### src/rtl/pc_ctrl_pkg.sv
// Shared types for the Gumnut instruction sequencer: PC operation codes,
// decoded instruction classes and sequencer states.
package pc_ctrl_pkg;

  typedef enum logic [3:0] {
    PC_INC  = 4'h0,
    PC_JMP  = 4'h1,
    PC_BZ   = 4'h2,
    PC_BNZ  = 4'h3,
    PC_BC   = 4'h4,
    PC_BNC  = 4'h5,
    PC_RET  = 4'h6,
    PC_RETI = 4'h7,
    PC_INT  = 4'h8
  } pc_oper_t;

  // Eighteen classes with distinct sequencing behaviour; five bits hold them all.
  typedef enum logic [4:0] {
    CLS_ALU   = 5'd0,
    CLS_SHIFT = 5'd1,
    CLS_BZ    = 5'd2,
    CLS_BNZ   = 5'd3,
    CLS_BC    = 5'd4,
    CLS_BNC   = 5'd5,
    CLS_JMP   = 5'd6,
    CLS_JSB   = 5'd7,
    CLS_RET   = 5'd8,
    CLS_RETI  = 5'd9,
    CLS_ENAI  = 5'd10,
    CLS_DISI  = 5'd11,
    CLS_LDM   = 5'd12,
    CLS_STM   = 5'd13,
    CLS_INP   = 5'd14,
    CLS_OUT   = 5'd15,
    CLS_WAIT  = 5'd16,
    CLS_STBY  = 5'd17
  } instr_class_t;

  typedef enum logic [2:0] {
    ST_RESET   = 3'd0,
    ST_FETCH   = 3'd1,
    ST_DECODE  = 3'd2,
    ST_EXECUTE = 3'd3,
    ST_MEM     = 3'd4,
    ST_WBACK   = 3'd5,
    ST_INTR    = 3'd6,
    ST_SLEEP   = 3'd7
  } seq_state_t;

  localparam logic [11:0] ISR_VEC = 12'h001;

endpackage

### src/rtl/pc_sequencer.sv
// Multi-cycle sequencer: fetch/decode/execute/memory/writeback control for pc_unit,
// bus handshakes and interrupt entry at instruction boundaries.
module pc_sequencer
  import pc_ctrl_pkg::*;
#(
  parameter bit INT_EN_RST = 1'b0
) (
  input  logic         clk_i,
  input  logic         rst,
  input  logic         clkEn_i,
  input  instr_class_t class_i,
  input  logic         inst_ack_i,
  input  logic         data_ack_i,
  input  logic         int_req_i,
  output logic         inst_stb_o,
  output logic         irEn_o,
  output logic         data_stb_o,
  output logic         data_we_o,
  output logic         port_sel_o,
  output logic         regWe_o,
  output logic         flagWe_o,
  output logic         flagRestore_o,
  output logic [3:0]   PCoper_o,
  output logic         PCEn_o,
  output logic         int_o,
  output logic         push_o,
  output logic         pop_o,
  output logic         int_ack_o,
  output logic         ie_o,
  output logic         stby_o,
  output seq_state_t   state_o
);

  // Handshakes: a strobe (inst_stb_o / data_stb_o) stays high until the matching
  // ack is sampled on an enabled edge; the cycle the ack is seen is the transfer
  // cycle. Acks seen while no strobe is high have no effect.

  seq_state_t r_state;
  seq_state_t w_state_nxt;
  logic       r_ie;
  logic       w_ie_nxt;
  logic       w_complete;
  logic       w_load;
  logic       w_store;
  logic       w_port;
  pc_oper_t   w_oper;

  assign w_load  = (class_i == CLS_LDM) || (class_i == CLS_INP);
  assign w_store = (class_i == CLS_STM) || (class_i == CLS_OUT);
  assign w_port  = (class_i == CLS_INP) || (class_i == CLS_OUT);

  always_comb begin
    w_state_nxt = r_state;
    w_ie_nxt    = r_ie;
    w_complete  = 1'b0;
    case (r_state)
      ST_RESET:  w_state_nxt = ST_FETCH;
      ST_FETCH:  if (inst_ack_i) w_state_nxt = ST_DECODE;
      ST_DECODE: w_state_nxt = ST_EXECUTE;
      ST_EXECUTE: begin
        case (class_i)
          CLS_ENAI, CLS_RETI: w_ie_nxt = 1'b1;
          CLS_DISI:           w_ie_nxt = 1'b0;
          default:            ;
        endcase
        if (w_load || w_store)
          w_state_nxt = ST_MEM;
        else if ((class_i == CLS_WAIT) || (class_i == CLS_STBY))
          w_state_nxt = ST_SLEEP;
        else
          w_complete = 1'b1;
      end
      ST_MEM: begin
        if (data_ack_i) begin
          if (w_store) w_complete  = 1'b1;
          else         w_state_nxt = ST_WBACK;
        end
      end
      ST_WBACK: w_complete = 1'b1;
      ST_INTR: begin
        w_ie_nxt    = 1'b0;
        w_state_nxt = ST_FETCH;
      end
      ST_SLEEP: if (int_req_i && r_ie) w_state_nxt = ST_INTR;
      default:  w_state_nxt = ST_RESET;
    endcase
    // Boundary check sees the enable as the finishing instruction leaves it.
    if (w_complete)
      w_state_nxt = (int_req_i && w_ie_nxt) ? ST_INTR : ST_FETCH;
  end

  always_ff @(posedge clk_i or negedge rst) begin
    if (!rst) begin
      r_state <= ST_RESET;
      r_ie    <= INT_EN_RST;
    end else if (clkEn_i) begin
      r_state <= w_state_nxt;
      r_ie    <= w_ie_nxt;
    end
  end

  always_comb begin
    inst_stb_o    = 1'b0;
    irEn_o        = 1'b0;
    data_stb_o    = 1'b0;
    data_we_o     = 1'b0;
    port_sel_o    = 1'b0;
    regWe_o       = 1'b0;
    flagWe_o      = 1'b0;
    flagRestore_o = 1'b0;
    w_oper        = PC_INC;
    PCEn_o        = 1'b0;
    int_o         = 1'b0;
    push_o        = 1'b0;
    pop_o         = 1'b0;
    int_ack_o     = 1'b0;
    stby_o        = 1'b0;
    case (r_state)
      ST_FETCH: begin
        inst_stb_o = 1'b1;
        irEn_o     = inst_ack_i;
      end
      ST_EXECUTE: begin
        PCEn_o = 1'b1;
        case (class_i)
          CLS_ALU, CLS_SHIFT: begin
            regWe_o  = 1'b1;
            flagWe_o = 1'b1;
          end
          CLS_BZ:  w_oper = PC_BZ;
          CLS_BNZ: w_oper = PC_BNZ;
          CLS_BC:  w_oper = PC_BC;
          CLS_BNC: w_oper = PC_BNC;
          CLS_JMP: w_oper = PC_JMP;
          CLS_JSB: begin
            w_oper = PC_JMP;
            push_o = 1'b1;
          end
          CLS_RET: begin
            w_oper = PC_RET;
            pop_o  = 1'b1;
          end
          CLS_RETI: begin
            w_oper        = PC_RETI;
            flagRestore_o = 1'b1;
          end
          CLS_LDM, CLS_STM, CLS_INP, CLS_OUT: PCEn_o = 1'b0;
          default: ;
        endcase
      end
      ST_MEM: begin
        data_stb_o = 1'b1;
        data_we_o  = w_store;
        port_sel_o = w_port;
        PCEn_o     = w_store && data_ack_i;
      end
      ST_WBACK: begin
        regWe_o = 1'b1;
        PCEn_o  = 1'b1;
      end
      ST_INTR: begin
        int_o     = 1'b1;
        PCEn_o    = 1'b1;
        w_oper    = PC_INT;
        int_ack_o = 1'b1;
      end
      ST_SLEEP: stby_o = (class_i == CLS_STBY);
      default: ;
    endcase
  end

  assign PCoper_o = w_oper;
  assign ie_o     = r_ie;
  assign state_o  = r_state;

endmodule

### config.mk
export PLATFORM = sky130hd
export DESIGN_NAME = pc_sequencer
export DESIGN_NICKNAME = d
export VERILOG_FILES = /design/src/rtl/pc_ctrl_pkg.sv /design/src/rtl/pc_sequencer.sv
export SDC_FILE = /design/constraint.sdc
export NUM_CORES = 1
export LEC_CHECK = 0
export BUFFER_PORTS_ARGS = -buffer_cell sky130_fd_sc_hd__buf_4
export CORE_MARGIN = 2
export CORE_UTILIZATION = 46
export CTS_BUF_LIST = sky130_fd_sc_hd__clkbuf_2 sky130_fd_sc_hd__clkbuf_4 sky130_fd_sc_hd__clkbuf_8
export CTS_CLUSTER_DIAMETER = 120
export DETAILED_ROUTE_END_ITERATION = 12
export GPL_TIMING_DRIVEN = 1
export PLACE_DENSITY_LB_ADDON = 0.08
export SYNTH_ARGS = -nofsm -noshare
export SYNTH_HDL_FRONTEND = slang
export SYNTH_SLANG_ARGS = --single-unit
### constraint.sdc
create_clock -name clk_i -period 1.98 [get_ports clk_i]
set_input_delay 0.396 -clock clk_i [delete_from_list [all_inputs] [get_ports clk_i]]
set_output_delay 0.396 -clock clk_i [all_outputs]
set_load 0.1 [all_outputs]
==> results_dict.tcl, run 1 <==
set metrics [dict create \
    status "did not finish" \
    stop_stage "5_1_grt" \
    firstError "[ERROR DPL-0038] Utilization greater than 100%, impossible to legalize" \
    ys.flop_type "dfrtp_1" \
    ys_types 39 \
    async_flop_share 1.00 \
    synth-xor-area-share 0.0417 \
    synth-simple-area-share 0.407 \
    cts_htree_levels 1 \
    fp.dieW_um 41.0 \
    synth_top_area_cell "dfrtp_1" \
    synth.yosys.seq_area_share 0.159 \
    grt_max_degree 14 \
    clk_path_buf_depth 2 \
    clkSinkCount 4 \
    worst_endpoint_kind "primary output" \
    yosys_warnings 0 \
    synth_top_area_frac 0.159 \
    worst_endpoint "push_o" \
    io_buffers 32 \
    root_buffer "clkbuf_4" \
    synth_top_family_by_area "simple AND/OR/NAND/NOR gates" \
    row_count 13 \
    syn_area_um2 631 \
    synth_seq_cells 4 \
    syn-num-nets 96 \
    gp_congestion 0.798 \
    die_h_um 41.0 \
    yosys-top-cells-area "dfrtp_1 16%, nor2_1 5.4%, mux2i_1 4.8%" \
    cts_made_buffers 3 \
    muxShareOfSynthArea 0.0476 \
    netlist_instances 85 \
    synth_adder_area_share 0.0159 \
    place_hpwl_um 1530 \
    avgSynthCellArea_um2 7.42 \
    synth-edff-count 0 \
    io_pins 33 \
    synth-compound-area-share 0.240 \
    start_util 0.491 \
]
## synthesized netlist by cell type, types with 2 or more instances
| cell type | instances |
|---|---|
| nor2_1 | 9 |
| nand2_1 | 6 |
| clkbuf_1 | 5 |
| nor3_1 | 5 |
| dfrtp_1 | 4 |
| nand2b_1 | 4 |
| o21ai_0 | 4 |
| and2_1 | 3 |
| buf_4 | 3 |
| inv_1 | 3 |
| mux2i_1 | 3 |
| xnor2_1 | 3 |
| a21oi_1 | 2 |
| a31oi_1 | 2 |
| nand3b_1 | 2 |
| nand4b_1 | 2 |
| nor4_1 | 2 |
| nor4b_1 | 2 |
## kinds of logic after synthesis
| family | count (synthesis) |
|---|---|
| adders and majority gates | 1 |
| DFF | 4 |
| and+or+nand+nor | 42 |
| xor gates and xnor gates | 3 |
| AOI/OAI and AO/OA | 20 |
| muxes | 3 |
| buffers and inverters | 12 |
## per-stage QoR
stage,cells,utilization,worst slack (ns),cell area [um^2]
3_3_place_gp,132,0.811,0.0417,1040
2_1_floorplan,85,-,-1.12,777
3_5_place_dp,132,0.811,-0.00246,1040
4_1_cts,138,0.899,-0.0700,1150
## what timing repair did
| action | CTS |
|---|---|
| gates resized for setup | 17 |
| hold endpoints to repair | 4 |
| pin swaps | 2 |
| endpoints found under the setup margin | 11 |
| setup buffers | 1 |
| hold buffers | 1 |
==> inputs of run 2 (changes only) <==
==> config.mk (replaced) <==
export PLATFORM = sky130hd
export DESIGN_NAME = pc_sequencer
export DESIGN_NICKNAME = d
export VERILOG_FILES = /design/src/rtl/pc_ctrl_pkg.sv /design/src/rtl/pc_sequencer.sv
export SDC_FILE = /design/constraint.sdc
export NUM_CORES = 1
export LEC_CHECK = 0
export BUFFER_PORTS_ARGS = -buffer_cell sky130_fd_sc_hd__buf_4
export CORE_AREA = 2 2 63 65
export DETAILED_ROUTE_END_ITERATION = 12
export DIE_AREA = 0 0 65 67
export GPL_TIMING_DRIVEN = 1
export PLACE_DENSITY_LB_ADDON = 0.15
export SYNTH_ARGS = -nofsm -noshare
export SYNTH_HDL_FRONTEND = slang
export SYNTH_SLANG_ARGS = --single-unit
==> run 2 against run 1 <==
Net effect:
- the flow now finishes, with violations (negative setup slack)
- synthesized cell count stayed put
- synthesized area stayed put
==> results_dict.tcl, run 2 <==
set metrics [dict create \
    io_pins 33 \
    period_share 1.04 \
    critPathSlowestCell "dfrtp_4" \
    dp_cells 167 \
    end_kind "output port" \
    rsz0062_at_grt "yes" \
    ir_drop_mv 0.527 \
    final_cell_mix "33 x buf_4, 6 x nand2_1, 6 x buf_12, 5 x buf_6" \
    final_common_cell "buf_4" \
    arrival_ns 1.67 \
    crit_required_ns 1.58 \
    fin_setup_tns_ns -0.295 \
    die-area_um2 4360 \
    grt_pass1_vias 773 \
    syn-num-nets 96 \
    dp_slack_ns 0.0186 \
    crit_family "simple AND/OR/NAND/NOR gates" \
    die_h_um 67 \
    netlist_instances 85 \
    cp-start-kind "flip-flop" \
    antenna_found_initial 0 \
    synth_most_common_cell "nor2_1" \
    path_class "reg2out" \
    synth_top_area_frac 0.159 \
    synth.yosys.seq_area_share 0.159 \
    largest_register_ff_count 3 \
    dr.pass1.iters 3 \
    vias 792 \
    dr.first_iter.drc_count 8 \
    place_hpwl_um 1770 \
    met3_length_um 62 \
    drt-met1-wl_um 1070 \
    ff2ff_setup_slack_ns 0.08 \
    status "complete, but fails checks" \
    clock_power_share 0.081 \
    io_buffers 32 \
    crit_start "state_o[2]" \
    reg2reg_to "state_o[0]" \
    pwr-share-seq 0.090 \
    drive_above_1_share 0.614 \
    grt_overflow_total 0 \
    cts.clk_slew.worst_paths_ns 0.04 \
    stdcell_area_um2 1310 \
    rr_worst_depth 5 \
    grt_pass1_wl_um 3590 \
    synth_seq_cells 4 \
    p_int_w 0.000889 \
    dr.max_layer_used "met3" \
    setup_viol 5 \
    diodes 0 \
    fin_skew_ns 0.00245 \
    crit_fanout 4 \
    path_cells "nand3b_4, or2_4, buf_6, nor3_4, buf_12" \
    synth_top_cells_by_count "9 x nor2_1, 6 x nand2_1, 5 x clkbuf_1, 5 x nor3_1" \
    worstMarginPinSlew_ns 0.559 \
    wl_met2_um 1140 \
    ys.flop_type "dfrtp_1" \
    syn_area_um2 631 \
    cts_tree "done" \
    final_hold_viol_count 0 \
    instances_no_fill 175 \
    grt_max_degree 14 \
    clock.fmax_mhz 485 \
    comb_power_share 0.829 \
    switching_share 0.618 \
    ys_types 39 \
    fp.dieW_um 65 \
    cts_htree_levels 1 \
    period_needed_ns 2.06 \
    cap_violations 0 \
    fin_ws_ns -0.0835 \
    power_density_nw_per_um2 1770 \
    violations "negative setup slack" \
    slew-limit-headroom 0.622 \
    cp_num_buf_inv 2 \
    p_leak_nw 0.539 \
    drcViolationCount 0 \
    p_switching_w 0.00144 \
    root_buffer "clkbuf_8" \
    yosys-top-cells-area "dfrtp_1 16%, nor2_1 5.4%, mux2i_1 4.8%" \
    nNetsFinal 139 \
    postRouteAntennaNets 0 \
    row_count 22 \
    hold_class "in2reg" \
    gp_congestion 0.772 \
    core-area_um2 3610 \
    yosys_warnings 0 \
    avgViaCountPerCell 4.53 \
    power_w 0.00233 \
    clkSinkCount 4 \
    clk_path_buf_depth 2 \
    synth_top_area_cell "dfrtp_1" \
    drt-total-wl_um 2280 \
    cp.depth 5 \
    dpl_cell_area_um2 1100 \
    cts_made_buffers 3 \
    grt_use_total 0.107 \
    endpoint "PCoper_o[1]" \
    worstSkewPairLatency_ns 0.22 \
    slew_viol_final 0 \
    area_growth_pct 108 \
    wl_per_cell_um 13.0 \
    async_flop_share 1.00 \
    synth-edff-count 0 \
    avgSynthCellArea_um2 7.42 \
    start_util 0.175 \
    r2r-start "state_o[2]" \
    cpPeakStageDelay_ns 0.46 \
]
## run 2: cell counts after synthesis
No cell type changed its count.
## run 2: layout make-up
| class | count | area, um^2 |
|---|---|---|
| clock buffer | 4 | 45.0 |
| fill | 379 | 2290 |
| tap | 48 | 60.1 |
| sequential | 4 | 111 |
| inverter | 3 | 15.0 |
| multi-input combinational | 69 | 618 |
| timing repair buffer | 47 | 464 |
## run 2: cells by family after synthesis
| group | Yosys count | synth area share |
|---|---|---|
| AO/OA/AOI/OAI | 20 | 0.240 |
| XOR/XNOR | 3 | 0.0417 |
| adder cells (fa/ha/maj) | 1 | 0.0159 |
| buffers and inverters | 12 | 0.0893 |
| flip-flops | 4 | 0.159 |
| multiplexers | 3 | 0.0476 |
| AND/OR/NAND/NOR | 42 | 0.407 |
## run 2: power by group through the flow
stage	registers, W	logic (W)	clock network, W
floorplan	0.000497	0.00113	0
global placement	0.000202	0.00178	0
detailed placement	0.000204	0.00178	0
CTS	0.000202	0.00184	0.000192
global route	0.000219	0.00201	0.000199
finish	0.000209	0.00193	0.000189
## run 2: per-layer routing
metal,GRT usage,up-vias
li1,-,396
met1,0.139,377
met2,0.174,19
met3,0.0169,0
met4,0.0479,0
met5,0,-
## run 2: how the worst min path moves through the flow
stage,slack (ns),cells after the start,startpoint,end
2_1_floorplan,0.10,0,rst,ie_o
3_3_place_gp,0.20,1,rst,ie_o
3_5_place_dp,0.20,1,rst,ie_o
4_1_cts,0.45,3,clkEn_i,ie_o
5_1_grt,0.49,3,clkEn_i,ie_o
6_report,0.44,3,clkEn_i,ie_o
## run 2: per-stage QoR
step | hold WS (ns) | util
3_3_place_gp | 0.201 | 0.305
2_1_floorplan | 0.100 | -
6_report | 0.445 | 0.364
4_1_cts | 0.449 | 0.339
3_5_place_dp | 0.202 | 0.305
5_1_grt | 0.489 | 0.364
## run 2: timing repair
action,in CTS,in global routing
pin swaps,4,1
endpoints found under the hold margin,4,0
setup buffers,0,3
resized for setup,17,17
setup endpoints to repair,10,12
hold buffers,1,0
## run 2: worst reg2reg max path: stages, from the launching register on
cell       delay (ns)
dfrtp_4          0.46
nand3b_4         0.16
buf_4            0.16
or4_4            0.51
a221o_1          0.36
o2bb2ai_1        0.13
No activity file was read; power rests on OpenSTA's default activity.
